<file path="src/rtl/campaign_pkg.sv">
// Shared types and PRNG helpers for the fault-injection campaign controller.
// Two-tap Fibonacci LFSR taps are tabulated per width so other benchmarks can reuse the PRNG.
package campaign_pkg;

    typedef enum logic [1:0] {
        IDLE,
        RUN,
        DRAIN,
        DONE
    } state_t;

    localparam int LFSR_MAX_W = 64;

    typedef logic [5:0] tap_t;

    // The high tap is always the MSB for a Fibonacci x^w + x^k + 1 polynomial.
    function automatic tap_t lfsr_tap_hi(input int w);
        return tap_t'(w - 1);
    endfunction

    function automatic tap_t lfsr_tap_lo(input int w);
        case (w)
            36:      return tap_t'(24);
            33:      return tap_t'(19);
            31:      return tap_t'(27);
            28:      return tap_t'(24);
            25:      return tap_t'(21);
            23:      return tap_t'(17);
            20:      return tap_t'(16);
            17:      return tap_t'(13);
            15:      return tap_t'(13);
            default: return tap_t'(w - 2);
        endcase
    endfunction

    // Bits above the caller's width are don't-care; the caller truncates the result.
    function automatic logic [LFSR_MAX_W-1:0] lfsr_next(
        input logic [LFSR_MAX_W-1:0] cur,
        input tap_t                  hi,
        input tap_t                  lo
    );
        return {cur[LFSR_MAX_W-2:0], cur[hi] ^ cur[lo]};
    endfunction

endpackage

</file>
<file path="src/rtl/campaign_lfsr.sv">
// Loadable Fibonacci LFSR used as the vector source of a fault campaign.
// A zero seed is replaced by 1 so the register can never lock up in the all-zero state.
module campaign_lfsr
    import campaign_pkg::*;
#(
    parameter int W = 36
) (
    input  logic         clk,
    input  logic         rst_n,
    input  logic         load,
    input  logic         enable,
    input  logic [W-1:0] seed,
    output logic [W-1:0] state
);

    localparam tap_t TAP_HI = lfsr_tap_hi(W);
    localparam tap_t TAP_LO = lfsr_tap_lo(W);

    logic [W-1:0] next_state;

    assign next_state = W'(lfsr_next(LFSR_MAX_W'(state), TAP_HI, TAP_LO));

    // NOTE: sequential state is updated with non-blocking assignments only, so every
    // register samples the pre-edge values regardless of block evaluation order.
    always_ff @(posedge clk) begin
        if (!rst_n) begin
            state <= '0;
        end else if (load) begin
            state <= (seed == '0) ? W'(1) : seed;
        end else if (enable) begin
            state <= next_state;
        end
    end

endmodule

</file>
<file path="src/rtl/fault_campaign_ctrl.sv">
// Streams LFSR vectors into a faulty and a golden benchmark wrapper in lock-step and
// compares their outputs LAT edges later, accumulating mismatch statistics for the host.
module fault_campaign_ctrl
    import campaign_pkg::*;
#(
    parameter int IN_W  = 36,
    parameter int OUT_W = 7,
    parameter int LAT   = 2,
    parameter int CNT_W = 32
) (
    input  logic             clk,
    input  logic             rst_n,
    input  logic             start,
    input  logic             abort,
    input  logic [CNT_W-1:0] num_vectors,
    input  logic [IN_W-1:0]  seed,
    output logic [IN_W-1:0]  dut_in,
    output logic             inj_en,
    input  logic [OUT_W-1:0] dut_out,
    input  logic [OUT_W-1:0] gold_out,
    output logic             busy,
    output logic             done,
    output logic [CNT_W-1:0] vec_count,
    output logic [CNT_W-1:0] err_count,
    output logic [OUT_W-1:0] err_bits
);

    localparam logic [CNT_W-1:0] ONE = CNT_W'(1);

    state_t           st;
    logic [LAT-1:0]   vpipe;
    logic [LAT-1:0]   vpipe_next;
    logic [CNT_W-1:0] remaining;
    logic             accept_start;
    logic             issue;
    logic             compare;
    logic [OUT_W-1:0] mism;

    // NOTE: every signal written here gets a value on every path first, so no latch
    // can be inferred even if a later branch is edited.
    always_comb begin
        accept_start = 1'b0;
        issue        = 1'b0;
        if ((st == IDLE) || (st == DONE)) begin
            accept_start = start;
        end
        if (st == RUN) begin
            issue = !abort;
        end
        vpipe_next = LAT'({vpipe, issue});
        compare    = vpipe[LAT-1];
        mism       = dut_out ^ gold_out;
    end

    campaign_lfsr #(
        .W(IN_W)
    ) u_lfsr (
        .clk    (clk),
        .rst_n  (rst_n),
        .load   (accept_start),
        .enable (issue),
        .seed   (seed),
        .state  (dut_in)
    );

    // Valid pipe and result counters; a vector is scored the edge after its valid bit exits.
    always_ff @(posedge clk) begin
        if (!rst_n) begin
            vpipe     <= '0;
            vec_count <= '0;
            err_count <= '0;
            err_bits  <= '0;
        end else begin
            vpipe <= vpipe_next;
            if (accept_start) begin
                vec_count <= '0;
                err_count <= '0;
                err_bits  <= '0;
            end else if (compare) begin
                vec_count <= vec_count + ONE;
                err_bits  <= err_bits | mism;
                if ((|mism) && (err_count != '1)) begin
                    err_count <= err_count + ONE;
                end
            end
        end
    end

    // Campaign FSM with registered status outputs.
    always_ff @(posedge clk) begin
        if (!rst_n) begin
            st        <= IDLE;
            remaining <= '0;
            busy      <= 1'b0;
            done      <= 1'b0;
            inj_en    <= 1'b0;
        end else begin
            unique case (st)
                IDLE, DONE: begin
                    if (start) begin
                        remaining <= num_vectors;
                        done      <= 1'b0;
                        if (num_vectors == '0) begin
                            st     <= DONE;
                            busy   <= 1'b0;
                            inj_en <= 1'b0;
                        end else begin
                            st     <= RUN;
                            busy   <= 1'b1;
                            inj_en <= 1'b1;
                        end
                    end else if (st == DONE) begin
                        done <= 1'b1;
                    end
                end
                RUN: begin
                    if (issue) begin
                        remaining <= remaining - ONE;
                    end
                    if (abort || (remaining == ONE)) begin
                        st <= DRAIN;
                    end
                end
                DRAIN: begin
                    if (vpipe == '0) begin
                        st     <= DONE;
                        busy   <= 1'b0;
                        inj_en <= 1'b0;
                        done   <= 1'b1;
                    end
                end
                default: begin
                    st     <= IDLE;
                    busy   <= 1'b0;
                    inj_en <= 1'b0;
                    done   <= 1'b0;
                end
            endcase
        end
    end

endmodule

</file>
<file path="config.mk">
export PLATFORM = sky130hd
export DESIGN_NAME = fault_campaign_ctrl
export DESIGN_NICKNAME = d
export VERILOG_FILES = /design/src/rtl/campaign_pkg.sv /design/src/rtl/campaign_lfsr.sv /design/src/rtl/fault_campaign_ctrl.sv
export SDC_FILE = /design/constraint.sdc
export NUM_CORES = 1
export LEC_CHECK = 0
export ABC_AREA = 1
export CAP_MARGIN = 40
export CORE_UTILIZATION = 51
export CTS_CLUSTER_SIZE = 8
export DETAILED_ROUTE_END_ITERATION = 12
export HOLD_SLACK_MARGIN = 0.12
export PLACE_DENSITY = 0.89
export RECOVER_POWER = 50
export SYNTH_ARGS = -nofsm -noshare
export SYNTH_HDL_FRONTEND = slang
export SYNTH_SLANG_ARGS = --single-unit
</file>
<file path="constraint.sdc">
create_clock -name clk -period 2.23 [get_ports clk]
set_input_delay 0.3345 -clock clk [delete_from_list [all_inputs] [get_ports clk]]
set_output_delay 0.3345 -clock clk [all_outputs]
set_load 0.02 [all_outputs]
</file>
==> run metrics, run 1 <==
DIE AREA=16900 sq um; post-synth top area share=roughly a third; htree depth=4; RSZ-0062 raised after global routing=no; layout cells sized above 1=4.75%; Root Driver=clkbuf_16; Worst EP required=2.53 ns; DP Wirelength=18100 microns; Max-slew headroom=65.5%; ys async rst share=0%; worst hold slack=0.424 ns; Hold Crit Start=vpipe[0]; count leader, synth=nand2_1; Ports=196; max cap viols=0; mean routed wirelength per cell=14.0 microns; DR DRC count=0; endpoints failing setup=0; Area contributors post-synth=dfxtp_1 (35%), nand2_1 (16%), nor2_1 (11%), a21oi_1 (6.2%), inv_1 (5.7%); EDFF count, synth=0; adder-cell share of the synthesized area=1.20%; crit path max fanout=5; Final min period=~2.0 ns; proportion of synthesized area in mux cells=0%; Worst-path clk slew=0.06 ns; Slew Limit Fails=0; Die X=approximately 130 microns; global route total overflow=0; synthesized area per cell=6.27 sq um; Synth area leader=dfxtp_1; Worst Skew=approximately 0.010 ns; die span in y=130 microns; DRT antenna net count=0; Worst setup SP type=flip-flop; DR iter-0 viols=850; Net count, final=1619; initial antenna violation count=0; Worst EP arrival=2.33 ns; CTS resizes=0; diode count=0; design area=11200 sq um; Least-Margin Pin Slew=0.515 ns; Post-Synthesis Cells=1333; Synth Area in Simple Gates=36.3%; crit path kind=reg2reg; total number of vias=9525; status=completed; synthesis-stage register bit count=145; Pwr per Cell Area=around 1200 nW/um^2; GPL Wtd Cong=0.948; CTS Sinks=145; hold_buf cts=0; Non-Filler Instances=1754; number of library cell types mapped by synthesis=between 40 and 50; largest net degree at the start of global routing=slightly above 60; largest family of logic cells by synthesized area=simple AND/OR/NAND/NOR gates; XOR/XNOR share of the synthesized area=under 10%; Pre-antenna DRT Iters=5; TritonCTS Buffers=17; placed cells=1722; clk_lat worst skew=0.43 ns; worst r2r src=vec_count[0]; via count of the first global-routing pass=roughly 8500; final hold vios=0; post-synth net total=approximately 1400; post-CTS setup buffers=0; post-synthesis cell area=8360 sq um; drt total wl=24600 microns; CP endpoint kind=flip-flop; setup TNS=0 ns; Vias per Instance=5.43; Initial Util=52.4%; port buffer count=195; sequential fraction of the synthesis area=34.7%; crit path launch=vec_count[0]; first-pass GRT wire length=40000 microns; compound-cell area share of the yosys netlist=between 10% and 20%; Max clock buf depth=2; most used flip-flop cell after synthesis=dfxtp_1; fmax=roughly 0.49 GHz; Peak VDD IR=0.876 mV; Filler Cells Inserted=1321; fin crit share=91.0%; CTS tree=yes; LEAKAGE=4.59 nW; total core area=15900 sq um; Yosys warnings=0; Rows=46; total global-route track usage=~29%; Synth top cells by count=nand2_1 (354), nor2_1 (250), dfxtp_1 (145), inv_1 (128), a21oi_1 (103); dpl cell area=10600 sq um; worst hold path class=reg2reg; total power=around 13 mW; Layout area overhead=33.6%
==> worst paths after layout <==
kind	slack (ns)	end	depth (start not counted)
setup / recovery	0.20	vec_count[26]	10
hold / removal	0.42	vpipe[1]	2
setup reg to reg	0.20	vec_count[26]	10
hold reg to reg	0.42	vpipe[1]	2
==> worst max-delay path, stage by stage (launching register included) <==
cell	delay, ns
dfxtp_1	0.38
ha_1	0.21
nand3_1	0.18
nor2_4	0.19
nand2_1	0.13
nor2_2	0.21
nand2_1	0.13
nor2_1	0.25
nand2_1	0.10
nand2_1	0.07
a21oi_1	0.05
==> report_power, final <==
group | total [mW] | internal [mW] | switching [mW]
Clock | 2.87 | 1.71 | 1.17
Combinational | 6.32 | 2.24 | 4.08
Sequential | 3.73 | 3.19 | 0.541
==> cell type report <==
cell class              instances  area, sq um  area share, %
clock inverters                12          131           1.18
inverters                     134          505           4.53
flip-flops and latches        145         2900           26.0
repair buffers                220         2180           19.5
well taps                     216          270           2.42
multi-input cells            1007         4730           42.3
clock buffers                  20          457           4.09
==> cell usage in the layout, fill, tap and decap left out, types with 51 or more instances in the layout <==
| cell type | synthesis | final |
|---|---|---|
| a21oi_1 | 103 | 103 |
| clkdlybuf4s50_1 | 0 | 101 |
| dfxtp_1 | 145 | 145 |
| dlygate4sd3_1 | 0 | 94 |
| inv_1 | 128 | 129 |
| nand2_1 | 354 | 354 |
| nand3_1 | 51 | 51 |
| nor2_1 | 250 | 250 |
| o21ai_0 | 72 | 72 |
==> flip-flops by register name, summed over array words and instances (netlist names) <==
signal / flops
err_bits: 7
remaining: 32
busy: 1
vpipe: 2
done: 1
st: 2
err_count: 32
vec_count: 32
u_lfsr.state: 36
==> through the flow <==
| step | setup slack [ns] | util, % |
|---|---|---|
| after floorplan | 0.307 | - |
| after global placement | 0.279 | 66.4 |
| after detailed placement | 0.209 | 66.4 |
| after CTS | 0.224 | 70.1 |
| after global routing | 0.0166 | 70.1 |
| final | 0.201 | 70.1 |
==> cells by family after synthesis <==
family,after synthesis
xor gates and xnor gates,41
buffers and inverters,181
and+or+nand+nor,735
AOI/OAI and AO/OA,223
adders and majority gates,8
DFF,145
==> per-layer routing <==
layer / up-vias / global-route usage [%] / wire length [microns] / part of all wire (%)
li1: 4683 / - / - / -
met1: 4313 / 37.1 / 10300 / 42
met2: 449 / 49.0 / 11700 / 47
met3: 80 / 4.88 / 1790 / 7.3
met4: 0 / 14.4 / 852 / 3.5
met5: - / 0 / 0 / 0
Power figures use the tool's default switching activity.
==> run 2: changes to the inputs <==
CORE_UTILIZATION = 50   (was 51)
PLACE_DENSITY = 0.88   (was 0.89)
RECOVER_POWER = 25   (was 50)
SKIP_LAST_GASP = 1   (was default)
==> run 2 against run 1 <==
  * Sequential power hardly changed
  * Critical path depth is 1 lower
  * Cell count stayed put
  * Fmax is 0.63% lower
  * Cell area hardly changed
  * Clock-buffer cell count stayed put
  * Routed wire length is 1.2% lower
  * Register-to-register slack hardly changed
  * Sequential cell count stayed put
  * Core utilization is 0.71 points lower
  * Worst setup slack worse by 0.013 ns
  * Die area is 2.0% higher
==> run metrics, run 2 (synthesis gave the netlist of run 1 again) <==
status=completed; Root Driver=clkbuf_16; Psw=5.73 mW (-0.99%); fmax=0.490 GHz (-0.63%); CP endpoint kind=flip-flop; Worst-path clk slew=0.06 ns (about the same); Filler Cells Inserted=1354 (+2.5%); mean routed wirelength per cell=13.8 microns (-1.2%); endpoints failing setup=0 (unchanged); area of the multi-input gates=4730 sq um (about the same); CTS Sinks=145 (unchanged); Max-slew headroom=66.5% (+0.91 points); Worst EP arrival=2.34 ns (about the same); hold_buf cts=0 (unchanged); total global-route track usage=28.3% (-1.2 points); port buffer count=195 (unchanged); via count of the first global-routing pass=8483 (-0.28%); total core area=16100 sq um (+1.1%); crit path kind=reg2reg; layout cells sized above 1=4.81% (+0.065 points); Crit-path slowest cell=dfxtp_1; CP max stage delay=0.40 ns (+0.02 ns); DP Wirelength=17900 microns (-0.65%); Peak VDD IR=0.789 mV (-9.9%); most frequent cells in the layout=nand2_1 (354), nor2_1 (249), dfxtp_1 (145), clkdlybuf4s50_1 (145), inv_1 (129); clk_lat worst skew=0.42 ns (about the same); Largest Register=u_lfsr.state; worst hold path class=reg2reg; first-pass GRT wire length=40300 microns (+0.79%); Worst setup SP type=flip-flop; Least-Margin Pin Slew=0.502 ns (-0.0125 ns); DR iter-0 viols=682 (-20%); Logic pwr share=48.4% (-0.5 points); DRT antenna net count=0 (unchanged); Ports=196 (unchanged); RSZ-0062 raised after global routing=no; LEAKAGE=4.45 nW (-3.2%); global route total overflow=0 (unchanged); CTS tree=yes; fin crit share=91.5% (+0.58 points); max cap viols=0 (unchanged); Layout area overhead=33.7% (about the same); diode count=0 (unchanged); Pre-antenna DRT Iters=5 (unchanged); Int Power=7.22 mW (+1.3%); share of power burned in registers=28.7% (-0.2 points); Net count, final=1620 (+0.062%); final hold vios=0 (unchanged); largest net degree at the start of global routing=62 (unchanged); sw frac=44.2% (-0.56 points); Vias per Instance=5.34 (-1.7%); drt total wl=24300 microns (-1.2%); Worst Skew=0.00832 ns (-0.00164 ns); worst hold slack=0.423 ns (-0.00132 ns); Sequential cell area=2900 sq um (unchanged); Max clock buf depth=2 (unchanged); DR DRC count=0 (unchanged); Pwr per Cell Area=1160 nW/um^2 (+0.21%); Worst EP required=2.53 ns (about the same); Die X=131 microns (+0.98%); critical-path cell list=ha_1 -> nand3_1 -> nor2_4 -> nand2_1 -> nor2_2 -> nand2_1 -> nor2_2 -> xor2_1 -> nor2_1; reg-to-reg slack, setup=0.19 ns (about the same); Clk pwr share=23.0% (+0.8 points); htree depth=4 (unchanged); Final min period=2.04 ns (+0.0129 ns); max FFs per register=36 (unchanged); post-CTS setup buffers=0 (unchanged); Slew Limit Fails=0 (unchanged); die span in y=131 microns (+0.98%); DIE AREA=17200 sq um (+2.0%); Initial Util=51.9% (-0.56 points); GPL Wtd Cong=0.962 (+1.4%); crit path max fanout=5 (unchanged); most common cell after layout, fill and taps aside=nand2_1; setup TNS=0 ns (unchanged); Rows=46 (unchanged); TritonCTS Buffers=17 (unchanged); total number of vias=9364 (-1.7%); initial antenna violation count=0 (unchanged)
==> run 2: through the flow <==
stage / utilization (%) / area [sq um] / worst slack, ns / power [mW] / instances
after floorplan: - / 8360 / 0.307 / 7.95 / 1333
after global placement: 65.6 / 10600 / 0.244 / 9.90 / 1723
after detailed placement: 65.6 / 10600 / 0.118 / 10.0 / 1723
after CTS: 69.3 / 11200 / 0.173 / 13.0 / 1754
after global routing: 69.4 / 11200 / 0.0394 / 13.9 / 1754
final: 69.4 / 11200 / 0.188 / 13.0 / 1754
==> run 2: path summary, 6_finish.rpt <==
path	start	end	depth (start not counted)
setup / recovery	vec_count[0]	vec_count[22]	9
hold / removal	vpipe[0]	vpipe[1]	2
setup reg to reg	vec_count[0]	vec_count[22]	9
hold reg to reg	vpipe[0]	vpipe[1]	2
==> run 2: routing by layer <==
layer,global-route usage [%],share of wire [%]
met5,0,0
met4,10.0,2.5
met3,4.51,5.9
met2,47.9,48
met1,36.2,43
==> run 2: timing repair <==
action | 4_1_cts | 5_1_grt
endpoints found under the setup margin | 0 | 2
endpoints found under the hold margin | 0 | 0
resized for setup | 0 | 1
==> run 2: power groups by stage <==
stage               Clock, mW  Sequential [mW]  Combinational (mW)
finish                   2.97             3.71                6.26
global route             3.11             3.80                7.00
CTS                      3.00             3.72                6.33
detailed placement          0             3.76                6.27
global placement            0             3.75                6.15
floorplan                   0             4.01                3.94
==> run 2: area by class of cell <==
type                    count  share of cell area (%)
multi-input cells        1007                    42.3
clock inverters            11                    1.37
inverters                 134                    4.52
well taps                 216                    2.42
repair buffers            221                    19.3
clock buffers              20                    4.09
flip-flops and latches    145                    26.0
==> run 2: critical path: cells and delay by family, from the launching register on <==
kind | cells | cell delay, ns
xor+xnor | 1 | 0.17
flops | 1 | 0.40
fa+ha+maj | 1 | 0.21
simple gates | 7 | 1.14
==> edit 1, RTL diff (settings of run 2) <==
The 4 states of `state_t` get a one-hot encoding in 4 bits.
--- a/src/rtl/campaign_pkg.sv
+++ b/src/rtl/campaign_pkg.sv
@@ -2,11 +2,11 @@
 // Two-tap Fibonacci LFSR taps are tabulated per width so other benchmarks can reuse the PRNG.
 package campaign_pkg;
 
-    typedef enum logic [1:0] {
-        IDLE,
-        RUN,
-        DRAIN,
-        DONE
+    typedef enum logic [3:0] {
+        IDLE  = 4'b0001,
+        RUN   = 4'b0010,
+        DRAIN = 4'b0100,
+        DONE  = 4'b1000
     } state_t;
 
     localparam int LFSR_MAX_W = 64;
Formal check against the unedited RTL: same outputs for any inputs over 4 cycles, from zero or initial values and one cycle with rst_n low; so few cycles prove little.
==> edit 1 against run 2 <==
  * Critical path depth increased by 1
  * Setup slack improved by 0.054 ns
  * Wire length decreased by 2.1%
  * Sequential cell count increased by 2
  * Total power decreased by 17%
  * Synthesized area increased by 0.46%
  * Design area decreased by 1.0%
  * Sequential power decreased by 5.7%
  * Largest cell class unchanged
  * Highest routed layer unchanged
==> edit 1: results (changes against run 2) <==
- Critical Path Max Stage Delay: 0.45 ns (was 0.40 ns)
- Syn Nets: 1423 (was 1427)
- Hpwl dp: 17300 um (was 17900 um)
- Routability congestion estimate: 0.926 (was 0.962)
- Clock network share of area: 5.10% (was 5.45%)
- Clock sink count: 147 (was 145)
- Ranking of synthesized cells by area: dfxtp_1, nand2_1, nor2_1, a21oi_1, inv_1 (unchanged)
- Multi-input logic portion of the cell area: 43.0% (was 42.3%)
- DR WL/cell: 13.6 um (was 13.8 um)
- Final-stage net count: 1607 (was 1620)
- Signal inverters: 116 (was 134)
- Status: finished clean (unchanged)
- Placed insts: 1718 (was 1723)
- LEAKAGE: 0.00428 uW (was 0.00445 uW)
- Iteration-0 DRC Markers: 761 (was 682)
- R2R cell count: 10 (was 9)
- First-pass GRT wire length: 39700 um (was 40300 um)
- Crit-path max FO: 32 (was 5)
- Post-synthesis sequential area ratio: 35.0% (was 34.7%)
- Syn_area_per_cell: 6.30 um^2 (was 6.27 um^2)
- Place WS: 0.158 ns (was 0.118 ns)
- Max transition margin: 31.5% (was 66.5%)
- Buffering overhead: 18.9% (was 19.3%)
- R2R setup slack: 0.24 ns (was 0.19 ns)
- Non-filler instance count after layout: 1750 (was 1754)
- Setup skew after layout: 0.00841 ns (was 0.00832 ns)
- Share of layout cells above drive strength 1: 4.58% (was 4.81%)
- Crit path from: err_count[0] (was vec_count[0])
- Fill cells: 1436 (was 1354)
- Largest net degree at the start of global routing: 59 (was 62)
- Vias in the first global route: 8652 (was 8483)
- Vias per inst: 5.34 (about the same)
- Worst reg2reg endpoint: err_count[17] (was vec_count[22])
edit 1: cell types whose count changed in the layout (fill, tap and decap cells not counted), moves of 8 or more:
cell             change
nor3_1              +25
a211oi_1            -21
inv_1               -21
buf_4               -15
clkdlybuf4s50_1     +13
dlygate4sd3_1       -13
nand3_1             +10
nor2_1              +10
o21ai_0              -8
xnor2_1              +8
edit 1: timing repair:
| item | CTS | global route |
|---|---|---|
| gates resized for setup | 0 | 1 |
| hold buffers | 0 | 0 |
| endpoints found under the setup margin | 0 | 4 |
edit 1: layer usage:
layer | GRT usage (%) | part of all wire (%) | vias to the layer above | wire [um]
li1 | - | - | 4640 | -
met2 | 46.8 | 48 | 424 | 11400
met4 | 13.8 | 3.3 | 0 | 789
met5 | 0 | 0 | - | 0
met3 | 6.17 | 7.9 | 79 | 1870
met1 | 32.9 | 41 | 4203 | 9680
edit 1: metrics by stage:
stage | cell area (um^2) | total power, uW | hold WS, ns
after floorplan | 8400 | 6660 | 0.407
after global placement | 10500 | 7980 | 0.429
after detailed placement | 10500 | 8090 | 0.432
after CTS | 11100 | 10900 | 0.444
after global routing | 11100 | 11500 | 0.488
final | 11100 | 10800 | 0.435
edit 1: cell families after synthesis:
family | count (synthesis) | synth area share, %
AOI/OAI and AO/OA | 193 | 12.1
xor gates and xnor gates | 48 | 5.01
adders and majority gates | 4 | 0.596
buffers and inverters | 162 | 8.36
DFF | 147 | 35.0
and+or+nand+nor | 779 | 38.9
edit 1: where the power goes:
part / internal, uW / leakage (uW) / switching [uW]
sequential: 3090 / 0.00120 / 410
clock: 1590 / 0.000272 / 1150
combinational: 1630 / 0.00281 / 2930
total: 6310 / 0.00428 / 4490
==> edit 2, RTL diff (settings of run 2) <==
Made on the original files. Set the parameter `OUT_W` to 5 (it was 7).
--- a/src/rtl/fault_campaign_ctrl.sv
+++ b/src/rtl/fault_campaign_ctrl.sv
@@ -4,7 +4,7 @@
     import campaign_pkg::*;
 #(
     parameter int IN_W  = 36,
-    parameter int OUT_W = 7,
+    parameter int OUT_W = 5,
     parameter int LAT   = 2,
     parameter int CNT_W = 32
 ) (
Ports: changed (resized dut_out, err_bits and gold_out); port bits go from 196 to 190. The function was not compared with the original's and may differ.
==> edit 2 against run 2 <==
  * Non-clock buffer count down 5
  * Synthesized cell count up 1.1%
  * Sequential cell count down 2
  * Design area up 0.91%
  * Sequential share of layout area down 0.59 points
  * Setup slack worse by 0.038 ns
  * Highest routed layer unchanged
  * Wire length up 2.1%
  * Largest power group unchanged
  * Hold slack better by 0.0064 ns
  * Total power down 1.4%
  * Synthesized area up 1.9%
  * Clock skew up 0.0024 ns
==> edit 2: results (changes against run 2) <==
- Post-synthesis sequential area ratio: 33.6% (was 34.7%)
- LEAKAGE: 0.00456 uW (was 0.00445 uW)
- Crit-path max FO: 19 (was 5)
- Worst Path Arrival: 2.39 ns (was 2.34 ns)
- Synth cell types: 42 (was 41)
- Largest net degree at the start of global routing: 39 (was 62)
- Synth warn: 0 (unchanged)
- Fill cells: 1462 (was 1354)
- Ranking of synthesized cells by area: dfxtp_1, nand2_1, nor2_1, inv_1, a21oi_1 (was dfxtp_1, nand2_1, nor2_1, a21oi_1, inv_1)
- Clk Tree Root Cell: clkbuf_16 (unchanged)
- Syn Nets: 1438 (was 1427)
- Peak supply drop: 766 uV (was 789 uV)
- Worst-Skew Late Latency: 0.42 ns (about the same)
- Clock buffer depth: 2 (unchanged)
- CTS HTree Levels: 4 (unchanged)
- First-pass GRT wire length: 41000 um (was 40300 um)
- Ranking of synthesized cells by instance count: nand2_1, nor2_1, inv_1, dfxtp_1, a21oi_1 (was nand2_1, nor2_1, dfxtp_1, inv_1, a21oi_1)
- Share of layout cells above drive strength 1: 6.73% (was 4.81%)
- Iteration-0 DRC Markers: 849 (was 682)
- Overflow left after global routing: 0 (unchanged)
- # diodes: 0 (unchanged)
- Port Buffers: 189 (was 195)
- Setup skew after layout: 0.0108 ns (was 0.00832 ns)
- Vias in the first global route: 8591 (was 8483)
- Post-CTS setup buffers: 0 (unchanged)
- Final-stage net count: 1623 (was 1620)
- Synth Flop Type: dfxtp_1 (unchanged)
- Clock Pin Slew Worst Setup and Hold Paths: 0.06 ns (about the same)
- Number of gates resized after CTS: 0 (unchanged)
- Tot GR Track Use: 28.4% (was 28.3%)
- Delay-heaviest family, CP: buffers and inverters (was simple AND/OR/NAND/NOR gates)
- Worst slew pin tran: 0.548 ns (was 0.502 ns)
- Vias per inst: 5.38 (was 5.34)
- Critical Path Max Stage Delay: 0.38 ns (was 0.40 ns)
- Status: finished clean (unchanged)
- Hpwl dp: 18400 um (was 17900 um)
- Max FFs per register: 36 (unchanged)
- DR WL/cell: 14.0 um (was 13.8 um)
- Routability congestion estimate: 0.935 (was 0.962)
- DP Area: 10700 um^2 (was 10600 um^2)
edit 2: changes by cell type after synthesis, sizes merged, moves of 4 or more:
| cell | change |
|---|---|
| nand3 | +10 |
| or2 | +5 |
| o22ai | +4 |
| inv | +16 |
| xnor2 | -7 |
| clkbuf | -6 |
| nor3b | +4 |
| buf | +9 |
| o21ai | +5 |
| nor2 | -17 |
edit 2: path summary, 6_finish.rpt:
path              slack, ns  depth (start not counted)     start       endpoint
hold / removal         0.43                          2  vpipe[0]       vpipe[1]
setup / recovery       0.15                         12     st[1]  remaining[18]
setup reg to reg       0.15                         12     st[1]  remaining[18]
hold reg to reg        0.43                          2  vpipe[0]       vpipe[1]
edit 2: worst min-delay path: cells and delay by family, from the launching register on:
| kind | cells | cell delay [ns] |
|---|---|---|
| buffers and inverters | 1 | 0.03 |
| flip-flops | 1 | 0.31 |
| AND/OR/NAND/NOR | 1 | 0.05 |
edit 2: final cells by class:
class / count / share of cell area (%)
clock buffer: 19 / 3.93
clock inverter: 13 / 1.64
inverter: 149 / 4.96
multi-input combinational: 1006 / 42.9
sequential: 143 / 25.4
tap: 220 / 2.44
timing repair buffer: 216 / 18.8
edit 2: cell families after synthesis:
family | share of synthesized area (%)
AOI/OAI and AO/OA | 15.5
xor gates and xnor gates | 3.19
adders and majority gates | 1.17
buffers and inverters | 9.65
DFF | 33.6
and+or+nand+nor | 36.9
edit 2: stage by stage:
step / setup slack (ns) / std cells / total power (uW) / util, %
floorplan: 0.363 / 1348 / 7700 / -
global placement: 0.102 / 1734 / 9640 / 64.3
detailed placement: 0.0467 / 1734 / 9740 / 64.3
CTS: 0.194 / 1766 / 12800 / 68.1
global route: 0.0142 / 1766 / 13700 / 68.0
finish: 0.150 / 1766 / 12800 / 68.0
edit 2: layer usage:
| layer | share of wire [%] | global-route usage [%] | wire length (um) |
|---|---|---|---|
| met2 | 46 | 45.8 | 11300 |
| met1 | 44 | 37.3 | 11000 |
| met3 | 7.3 | 5.71 | 1820 |
| met4 | 2.5 | 10.9 | 612 |
| met5 | 0 | 0 | 0 |
edit 2: where the power goes:
group	switching, uW	total (uW)	internal, uW
Combinational	3910	6030	2120
Sequential	537	3680	3140
Clock	1160	3070	1910
